`src/rtl/id_registrar.sv`:
```
// Player ID registrar: collects a 4-digit BCD ID, scans the ID RAM for duplicates and the
// end marker, then appends the ID. Optional abort input during digit entry: REG_ABORT_EN.
module id_registrar #(
    parameter int          DEPTH    = 8,
    parameter int          RD_WAIT  = 2,
    parameter logic [15:0] END_MARK = 16'hFFFF,
    parameter logic [15:0] GUEST_ID = 16'h1111
) (
    input  logic        clk,
    input  logic        rst,
`ifdef REG_ABORT_EN
    input  logic        abort,
`endif
    input  logic [3:0]  idDigit,
    input  logic        b_id,
    input  logic [15:0] mem_rdata,
    output logic [4:0]  mem_addr,
    output logic [15:0] mem_wdata,
    output logic        mem_we,
    output logic        busy,
    output logic        done,
    output logic        ok,
    output logic        dup,
    output logic        full,
    output logic        rejected,
    output logic [2:0]  newPlayerID
);

    localparam logic [4:0] LAST_IDX = 5'(DEPTH - 1);
    localparam int         WC_W     = (RD_WAIT > 1) ? $clog2(RD_WAIT + 1) : 1;
    localparam logic [WC_W-1:0] WAIT_LAST = WC_W'((RD_WAIT > 0) ? (RD_WAIT - 1) : 0);

    typedef enum logic [3:0] {
        S_DIGIT1   = 4'd0,
        S_DIGIT2   = 4'd1,
        S_DIGIT3   = 4'd2,
        S_DIGIT4   = 4'd3,
        S_CHECKRES = 4'd4,
        S_FETCH    = 4'd5,
        S_WAIT     = 4'd6,
        S_CATCH    = 4'd7,
        S_COMPARE  = 4'd8,
        S_WR_END   = 4'd9,
        S_WR_ID    = 4'd10,
        S_REPORT   = 4'd11
    } state_t;

    state_t          state_q;
    logic [15:0]     uid_q;
    logic [15:0]     rid_q;
    logic [4:0]      idx_q;
    logic [WC_W-1:0] wait_q;
    logic [4:0]      mem_addr_q;
    logic [15:0]     mem_wdata_q;
    logic            mem_we_q;
    logic            busy_q;
    logic            done_q;
    logic            ok_q;
    logic            dup_q;
    logic            full_q;
    logic            rejected_q;
    logic [2:0]      npid_q;
    logic            abort_s;

`ifdef REG_ABORT_EN
    assign abort_s = abort;
`else
    assign abort_s = 1'b0;
`endif

    // Registrar FSM: digit capture, table scan, two-word append, and result reporting.
    always_ff @(posedge clk) begin
        if (rst) begin
            state_q     <= S_DIGIT1;
            uid_q       <= 16'h0000;
            rid_q       <= 16'h0000;
            idx_q       <= 5'd0;
            wait_q      <= '0;
            mem_addr_q  <= 5'd0;
            mem_wdata_q <= 16'h0000;
            mem_we_q    <= 1'b0;
            busy_q      <= 1'b0;
            done_q      <= 1'b0;
            ok_q        <= 1'b0;
            dup_q       <= 1'b0;
            full_q      <= 1'b0;
            rejected_q  <= 1'b0;
            npid_q      <= 3'd0;
        end else begin
            case (state_q)
                S_DIGIT1: begin
                    if (b_id) begin
                        uid_q[15:12] <= idDigit;
                        ok_q         <= 1'b0;
                        dup_q        <= 1'b0;
                        full_q       <= 1'b0;
                        rejected_q   <= 1'b0;
                        npid_q       <= 3'd0;
                        state_q      <= S_DIGIT2;
                    end
                end
                S_DIGIT2: begin
                    if (abort_s) begin
                        uid_q   <= 16'h0000;
                        state_q <= S_DIGIT1;
                    end else if (b_id) begin
                        uid_q[11:8] <= idDigit;
                        state_q     <= S_DIGIT3;
                    end
                end
                S_DIGIT3: begin
                    if (abort_s) begin
                        uid_q   <= 16'h0000;
                        state_q <= S_DIGIT1;
                    end else if (b_id) begin
                        uid_q[7:4] <= idDigit;
                        state_q    <= S_DIGIT4;
                    end
                end
                S_DIGIT4: begin
                    if (abort_s) begin
                        uid_q   <= 16'h0000;
                        state_q <= S_DIGIT1;
                    end else if (b_id) begin
                        uid_q[3:0] <= idDigit;
                        busy_q     <= 1'b1;
                        state_q    <= S_CHECKRES;
                    end
                end
                S_CHECKRES: begin
                    if ((uid_q == END_MARK) || (uid_q == GUEST_ID)) begin
                        rejected_q <= 1'b1;
                        busy_q     <= 1'b0;
                        done_q     <= 1'b1;
                        state_q    <= S_REPORT;
                    end else begin
                        idx_q   <= 5'd0;
                        state_q <= S_FETCH;
                    end
                end
                S_FETCH: begin
                    mem_addr_q <= idx_q;
                    wait_q     <= '0;
                    state_q    <= (RD_WAIT == 0) ? S_CATCH : S_WAIT;
                end
                S_WAIT: begin
                    if (wait_q == WAIT_LAST) begin
                        state_q <= S_CATCH;
                    end else begin
                        wait_q <= wait_q + WC_W'(1);
                    end
                end
                S_CATCH: begin
                    rid_q   <= mem_rdata;
                    state_q <= S_COMPARE;
                end
                S_COMPARE: begin
                    if (rid_q == uid_q) begin
                        dup_q   <= 1'b1;
                        busy_q  <= 1'b0;
                        done_q  <= 1'b1;
                        state_q <= S_REPORT;
                    end else if ((rid_q == END_MARK) && (idx_q == LAST_IDX)) begin
                        // Marker in the last slot leaves no room for both the ID and a new marker.
                        full_q  <= 1'b1;
                        busy_q  <= 1'b0;
                        done_q  <= 1'b1;
                        state_q <= S_REPORT;
                    end else if (rid_q == END_MARK) begin
                        mem_addr_q  <= idx_q + 5'd1;
                        mem_wdata_q <= END_MARK;
                        mem_we_q    <= 1'b1;
                        state_q     <= S_WR_END;
                    end else if (idx_q == LAST_IDX) begin
                        full_q  <= 1'b1;
                        busy_q  <= 1'b0;
                        done_q  <= 1'b1;
                        state_q <= S_REPORT;
                    end else begin
                        idx_q   <= idx_q + 5'd1;
                        state_q <= S_FETCH;
                    end
                end
                S_WR_END: begin
                    // New marker is already in place; now overwrite the old marker slot with the ID.
                    mem_addr_q  <= idx_q;
                    mem_wdata_q <= uid_q;
                    mem_we_q    <= 1'b1;
                    state_q     <= S_WR_ID;
                end
                S_WR_ID: begin
                    mem_we_q    <= 1'b0;
                    mem_wdata_q <= 16'h0000;
                    ok_q        <= 1'b1;
                    npid_q      <= idx_q[2:0];
                    busy_q      <= 1'b0;
                    done_q      <= 1'b1;
                    state_q     <= S_REPORT;
                end
                S_REPORT: begin
                    done_q  <= 1'b0;
                    state_q <= S_DIGIT1;
                end
                default: begin
                    state_q     <= S_DIGIT1;
                    uid_q       <= 16'h0000;
                    idx_q       <= 5'd0;
                    wait_q      <= '0;
                    mem_addr_q  <= 5'd0;
                    mem_wdata_q <= 16'h0000;
                    mem_we_q    <= 1'b0;
                    busy_q      <= 1'b0;
                    done_q      <= 1'b0;
                    ok_q        <= 1'b0;
                    dup_q       <= 1'b0;
                    full_q      <= 1'b0;
                    rejected_q  <= 1'b0;
                    npid_q      <= 3'd0;
                end
            endcase
        end
    end

    assign mem_addr    = mem_addr_q;
    assign mem_wdata   = mem_wdata_q;
    assign mem_we      = mem_we_q;
    assign busy        = busy_q;
    assign done        = done_q;
    assign ok          = ok_q;
    assign dup         = dup_q;
    assign full        = full_q;
    assign rejected    = rejected_q;
    assign newPlayerID = npid_q;

endmodule

```
`config.mk`:
```
export PLATFORM = sky130hd
export DESIGN_NAME = id_registrar
export DESIGN_NICKNAME = d
export VERILOG_FILES = /design/src/rtl/id_registrar.sv
export SDC_FILE = /design/constraint.sdc
export NUM_CORES = 1
export LEC_CHECK = 0
export ABC_CLOCK_PERIOD_IN_PS = 3400
export BUFFER_PORTS_ARGS = -buffer_cell sky130_fd_sc_hd__buf_2
export CAP_MARGIN = 20
export CORE_MARGIN = 5
export CORE_UTILIZATION = 48
export DETAILED_ROUTE_END_ITERATION = 16
export GPL_ROUTABILITY_DRIVEN = 0
export PLACE_DENSITY_LB_ADDON = 0.15
export SLEW_MARGIN = 5
export SYNTH_ARGS = -nofsm -noshare
export SYNTH_HDL_FRONTEND = slang
export SYNTH_SLANG_ARGS = --single-unit
```
`constraint.sdc`:
```
create_clock -name clk -period 3.4 [get_ports clk]
set_input_delay 0.34 -clock clk [delete_from_list [all_inputs] [get_ports clk]]
set_output_delay 0.34 -clock clk [all_outputs]
set_load 0.03 [all_outputs]
```
## After elaboration in Yosys (flattened, before gate mapping)

Cells that the tools add are included.

| cells by class | value |
|---|---|
| bitwise logic cells | 14 |
| reductions and logical operators | 30 |
| equal/unequal tests | 35 |
| $mul | 0 |
| add/sub/neg operators | 2 |
| divide/modulo/power cells | 0 |
| multiplexer cells | 56 |
| shifts and indexed selects | 0 |
| magnitude comparators | 0 |

Operators with widths:

| cell | number |
|---|---|
| $reduce_or A10 Y1 | 5 |
| $mux W16 | 3 |
| $pmux W12 S4 | 1 |
| $pmux W16 S3 | 1 |
| $mux W4 | 11 |
| $pmux W4 S11 | 1 |
| $mux W5 | 8 |
| $eq A16 B16 Y1 const B | 2 |
| $pmux W5 S3 | 2 |
| $ne A2 B2 Y1 const B | 14 |
| $reduce_or A9 Y1 | 3 |
| $reduce_and A4 Y1 | 6 |
| $mux W1 | 17 |
| $eq A16 B13 Y1 const B | 1 |
| $eq A16 B16 Y1 | 1 |
| $eq A4 B3 Y1 const B | 4 |
| $eq A4 B4 Y1 const B | 4 |
| $reduce_or A8 Y1 | 2 |
| $pmux W1 S3 | 5 |
| $reduce_and A5 Y1 | 3 |
| $not A1 Y1 | 14 |
| $reduce_or A11 Y1 | 1 |
| $pmux W3 S3 | 1 |
| $eq A4 B2 Y1 const B | 2 |
| 19 further kinds | 25 |

| storage, ports and cells | value |
|---|---|
| input bits | 23 |
| bits in read-only memories | 0 |
| bits in writable memories | 0 |
| latch bits | 0 |
| logic and storage cells | 155 |
| output and inout port bits | 31 |
| memories kept | 0 |
| flip-flop bits (word level) | 74 |

## Longest topological paths before layout

| depth | value |
|---|---|
| depth after elaboration | 6 |
| mapped depth | 9 |
| mapped depth without buffers | 7 |

## Worst setup path after synthesis

OpenSTA, ideal clock, no wires.

| timing path | value |
|---|---|
| path type | register to register |
| from | register idx_q[0] |
| to | register mem_wdata_q[1] (netlist: mem_wdata[1]) |
| period minus slack after synthesis | 2.026 ns |
| cell stages (with the launch flop) | 10 |
| data required time | 3.330 ns |
| data arrival time | 1.956 ns |
| buffers on the path | 2 |
| slack | 1.374 ns |
| setup time | 0.070 ns |
| cells stage by stage | dfxtp_1 > ha_1 > nand2_1 > or3_1 > and3_1 > a31oi_4 > buf_6 > buf_12 > nand2_2 > a21oi_2 |

| between the ends | value |
|---|---|
| longest elaborated chain between the ends | 4 |

RTL lines:

| element | line | RTL |
|---|---|---|
| from (decl) | 51 | `logic [4:0] idx_q;` |
| from (signal assigned) | 180 | `idx_q <= idx_q + 5'd1;` |
| $eq A5 B3 Y1 | 163 | `end else if ((rid_q == END_MARK) && (idx_q == LAST_IDX)) begin` |
| $logic_and A1 B1 Y1 | 163 |  |
| $ne A2 B2 Y1 (no line) | -- |  |
| $reduce_and A4 Y1 (no line) | -- |  |
| to (signal assigned) | 187 | `mem_wdata_q <= uid_q;` |
| to (decl) | 54 | `logic [15:0] mem_wdata_q;` |

No other way between the ends.
A chain may end at the register's enable or synchronous reset.

## Worst setup path in the final report

| timing path | value |
|---|---|
| from | register idx_q[0] |
| to | register mem_we_q (netlist: mem_we) |

| between the ends | value |
|---|---|
| longest elaborated chain between the ends | 4 |

RTL lines:

| element | line | RTL |
|---|---|---|
| $eq A5 B3 Y1 | 163 |  |
| $logic_and A1 B1 Y1 | 163 |  |
| $ne A2 B2 Y1 (no line) | -- |  |
| $reduce_and A4 Y1 (no line) | -- |  |
| to (signal assigned) | 172 | `mem_we_q <= 1'b1;` |
| to (signal assigned) | 188 | `mem_we_q <= 1'b1;` |
| to (signal assigned) | 192 | `mem_we_q <= 1'b0;` |
| to (decl) | 55 | `logic mem_we_q;` |

No other way between the ends.

==> results.md <==
- Primary FF master, synth: dfxtp_1
- GRT Total Usage: roughly a fifth
- Xor and xnor area share after synthesis: 4.22%
- Average cell area after synthesis: ~8.3 µm²
- Die ar.: approximately 0.0097 mm²
- Largest family of logic cells by synthesized area: simple AND/OR/NAND/NOR gates
- Area share of and/or/nand/nor cells after synthesis: about a quarter
- FF-to-FF Start: idx_q[0]
- R2r endpoint: mem_we
- CTS sink cnt: between 70 and 80
- Final setup viols: 0
- Compound-Gate Fraction of Synth Area: 22.9%
- Grt total ovfl: 0
- Clock transition at path regs: about 0.08 ns
- Power share of the sequential group: roughly half
- Post-cts hold buffer count: 0
- Area grow syn2layout: 13.4%
- Mux share of post-synthesis cell area: 1.34%
- Min Clock Period, post-route: 2.53 ns
- Most common cell after layout, fill and taps aside: dfxtp_1
- Post-synthesis adder-cell area fraction: less than 1%
- Hold Path End: rid_q[11]
- Layout cells sized above 1: between 20% and 30%
- Initial Util: 48.9%
- Dpl cells: roughly 590
- CTS tree: yes
- Switching part of the total: about a quarter
- Count of warnings emitted by yosys: 0
- Slew headroom: between 40% and 50%
- Worst clock skew on the final layout: about 0.012 ns
- Status: complete, no violations
- Most frequent cells in the layout: dfxtp_1 (74), nand2_1 (68), buf_2 (53), a21oi_1 (45), nor2_1 (32)
- Post-CTS Setup Repair Bufs: 0
- Drt initial violations: 253
- Layout Cells excl Fill: ~600
- Wire per inst: approximately 16 µm
- Global-route wire length before repair: approximately 16,000 µm
- Hold Startpoint: mem_rdata[11]
- CTS buffer count: 9
- Final Hold Vio Count: 0
- Die height: just under 100 µm
- R2r worst-path depth: 7
- First-pass DRT Iterations: 5
- Final max-slew violation count: 0
- Peak VDD IR: 0.220 mV
- CP endpoint kind: register
- IO Pins: 54
- Combinational power share: under 10%
- P_int: between 1 and 1.5 mW
- Total Neg Setup Slack: 0 ns
- R2R setup slack: between 0.8 and 0.9 ns
- Routed WL: between 9000 and 10,000 µm
- Final Cycle Share: between 70% and 80%
- Maximum fanout along the worst path: 27
- Root Driver: clkbuf_8
- Psw: approximately 440 µW
- Synth Cell Area: 0.00374 mm²
- Maxcap violations: 0
- Initial antenna violation count: 0
- RSZ-0062 raised after global routing: no
- Async SR Flop Fraction: 0%
- Number of stages on the worst hold path: 3
- Crit path DAT: 2.76 ns
- Seq/Total Area, Yosys: 39.6%
- Max Fclk: between 0.3 and 0.4 GHz
- Pleak: between 1.5 and 2 nW
- CTS HTree Levels: 3
- Final core utilization: 55.4%
- ANT cells: 0
- Critical path type: reg2reg
- PD cells: 407 mW/mm²
- Vias in the first global route: between 3,000 and 4,000
- # port buffers: 53
- DRC Markers: 0
- Worst path required time: 3.63 ns
- HPWL reported at the end of detailed placement: ~7000 µm
- Pin count of the biggest net entering global routing: 29
- Post-Syn Nets: roughly 480
- Core area: 0.00765 mm²
- Vias: 3,395
- Clock power frac: just over 40%
- Synth cell types: 54
- Chip width: just under 100 µm
- Final Net Count: 520
- Number of cell rows: 32
- Antenna-violating nets left: 0
- Later-pin clock latency in the skew report: 0.35 ns
- Post-synth EDFFs: 0
- Resize count post-CTS: 0
- Register bit total from synthesis: 74
- DR vias/cell: between 5 and 6
- Cells after Synth: about 450
- Worst-margin pin slew: a little under 0.9 ns
- Class of the worst hold path: in2reg
- Max clock buf depth: 2
- CP startpoint kind: register
==> power groups by stage <==
stage          Clock, mW  Sequential, mW  Combinational [mW]
4_1_cts            0.717           0.892               0.128
6_report           0.704           0.893               0.127
2_1_floorplan          0           0.907              0.0900
5_1_grt            0.758           0.895               0.140
3_3_place_gp           0           0.913               0.126
3_5_place_dp           0           0.913               0.127
==> worst max path at each step <==
| stage | from | endpoint | cells after the start |
|---|---|---|---|
| 2_1_floorplan | idx_q[0] | mem_wdata[1] | 9 |
| 3_3_place_gp | state_q[0] | mem_wdata[15] | 6 |
| 3_5_place_dp | idx_q[0] | mem_we | 7 |
| 4_1_cts | idx_q[0] | mem_we | 7 |
| 5_1_grt | idx_q[0] | mem_we | 7 |
| 6_report | idx_q[0] | mem_we | 7 |
==> per-stage QoR <==
stage	hold slack (ns)	instance area, µm²	total power [mW]	setup WS (ns)
2_1_floorplan	0.457	3740	0.998	1.37
3_3_place_gp	0.439	4040	1.04	0.958
3_5_place_dp	0.442	4040	1.04	0.851
4_1_cts	0.205	4240	1.74	0.861
5_1_grt	0.208	4240	1.79	0.681
6_report	0.219	4240	1.72	0.867
==> area by class of cell <==
class / count / area (µm²)
fillers: 754 / 3410
multi-input cells: 327 / 2030
flip-flops and latches: 74 / 1480
repair buffers: 58 / 303
clock buffers: 11 / 141
well taps: 102 / 128
inverters: 25 / 93.8
clock inverters: 5 / 62.6
==> cell families after synthesis <==
family                     count (synthesis)
AOI/OAI and AO/OA                        123
xor gates and xnor gates                  18
adders and majority gates                  2
buffers and inverters                     52
DFF                                       74
muxes                                      5
and+or+nand+nor                          179
==> registers in the layout, summed over array words and instances (netlist names), 2 cells and up <==
signal,count
mem_addr,5
state_q,4
newPlayerID,3
mem_wdata,16
uid_q,16
idx_q,5
wait_q,2
rid_q,16
==> synthesized netlist by cell type, types with 6 or more instances <==
library cell | instances | area share [%]
nand3_1 | 17 | 2.3
xor2_1 | 18 | 4.2
inv_1 | 24 | 2.4
nand4_1 | 8 | 1.3
nand2_1 | 68 | 6.8
a211o_2 | 10 | 2.7
o21ai_0 | 16 | 2.1
a21oi_1 | 45 | 6.0
nand2_2 | 10 | 1.7
o21a_1 | 7 | 1.4
dfxtp_1 | 74 | 40
a221oi_1 | 8 | 1.9
nor2b_1 | 6 | 1.0
a21oi_2 | 11 | 2.6
nor2_1 | 32 | 3.2
clkbuf_1 | 20 | 2.0
==> worst max-delay path, stage by stage (launching register included) <==
cell and delay, ns:
dfxtp_1 0.44, ha_1 0.24, nand2_1 0.08, or3_1 0.39, and3_1 0.22, a31oi_4 0.73
mux2i_1 0.26, nor2_1 0.05
==> layer usage <==
layer	share of wire (%)	global-route usage (%)
met5	0	0
met1	48	28.2
met3	6.1	4.07
met4	1.6	7.88
met2	44	29.2
No activity file was read; power rests on OpenSTA's default activity.
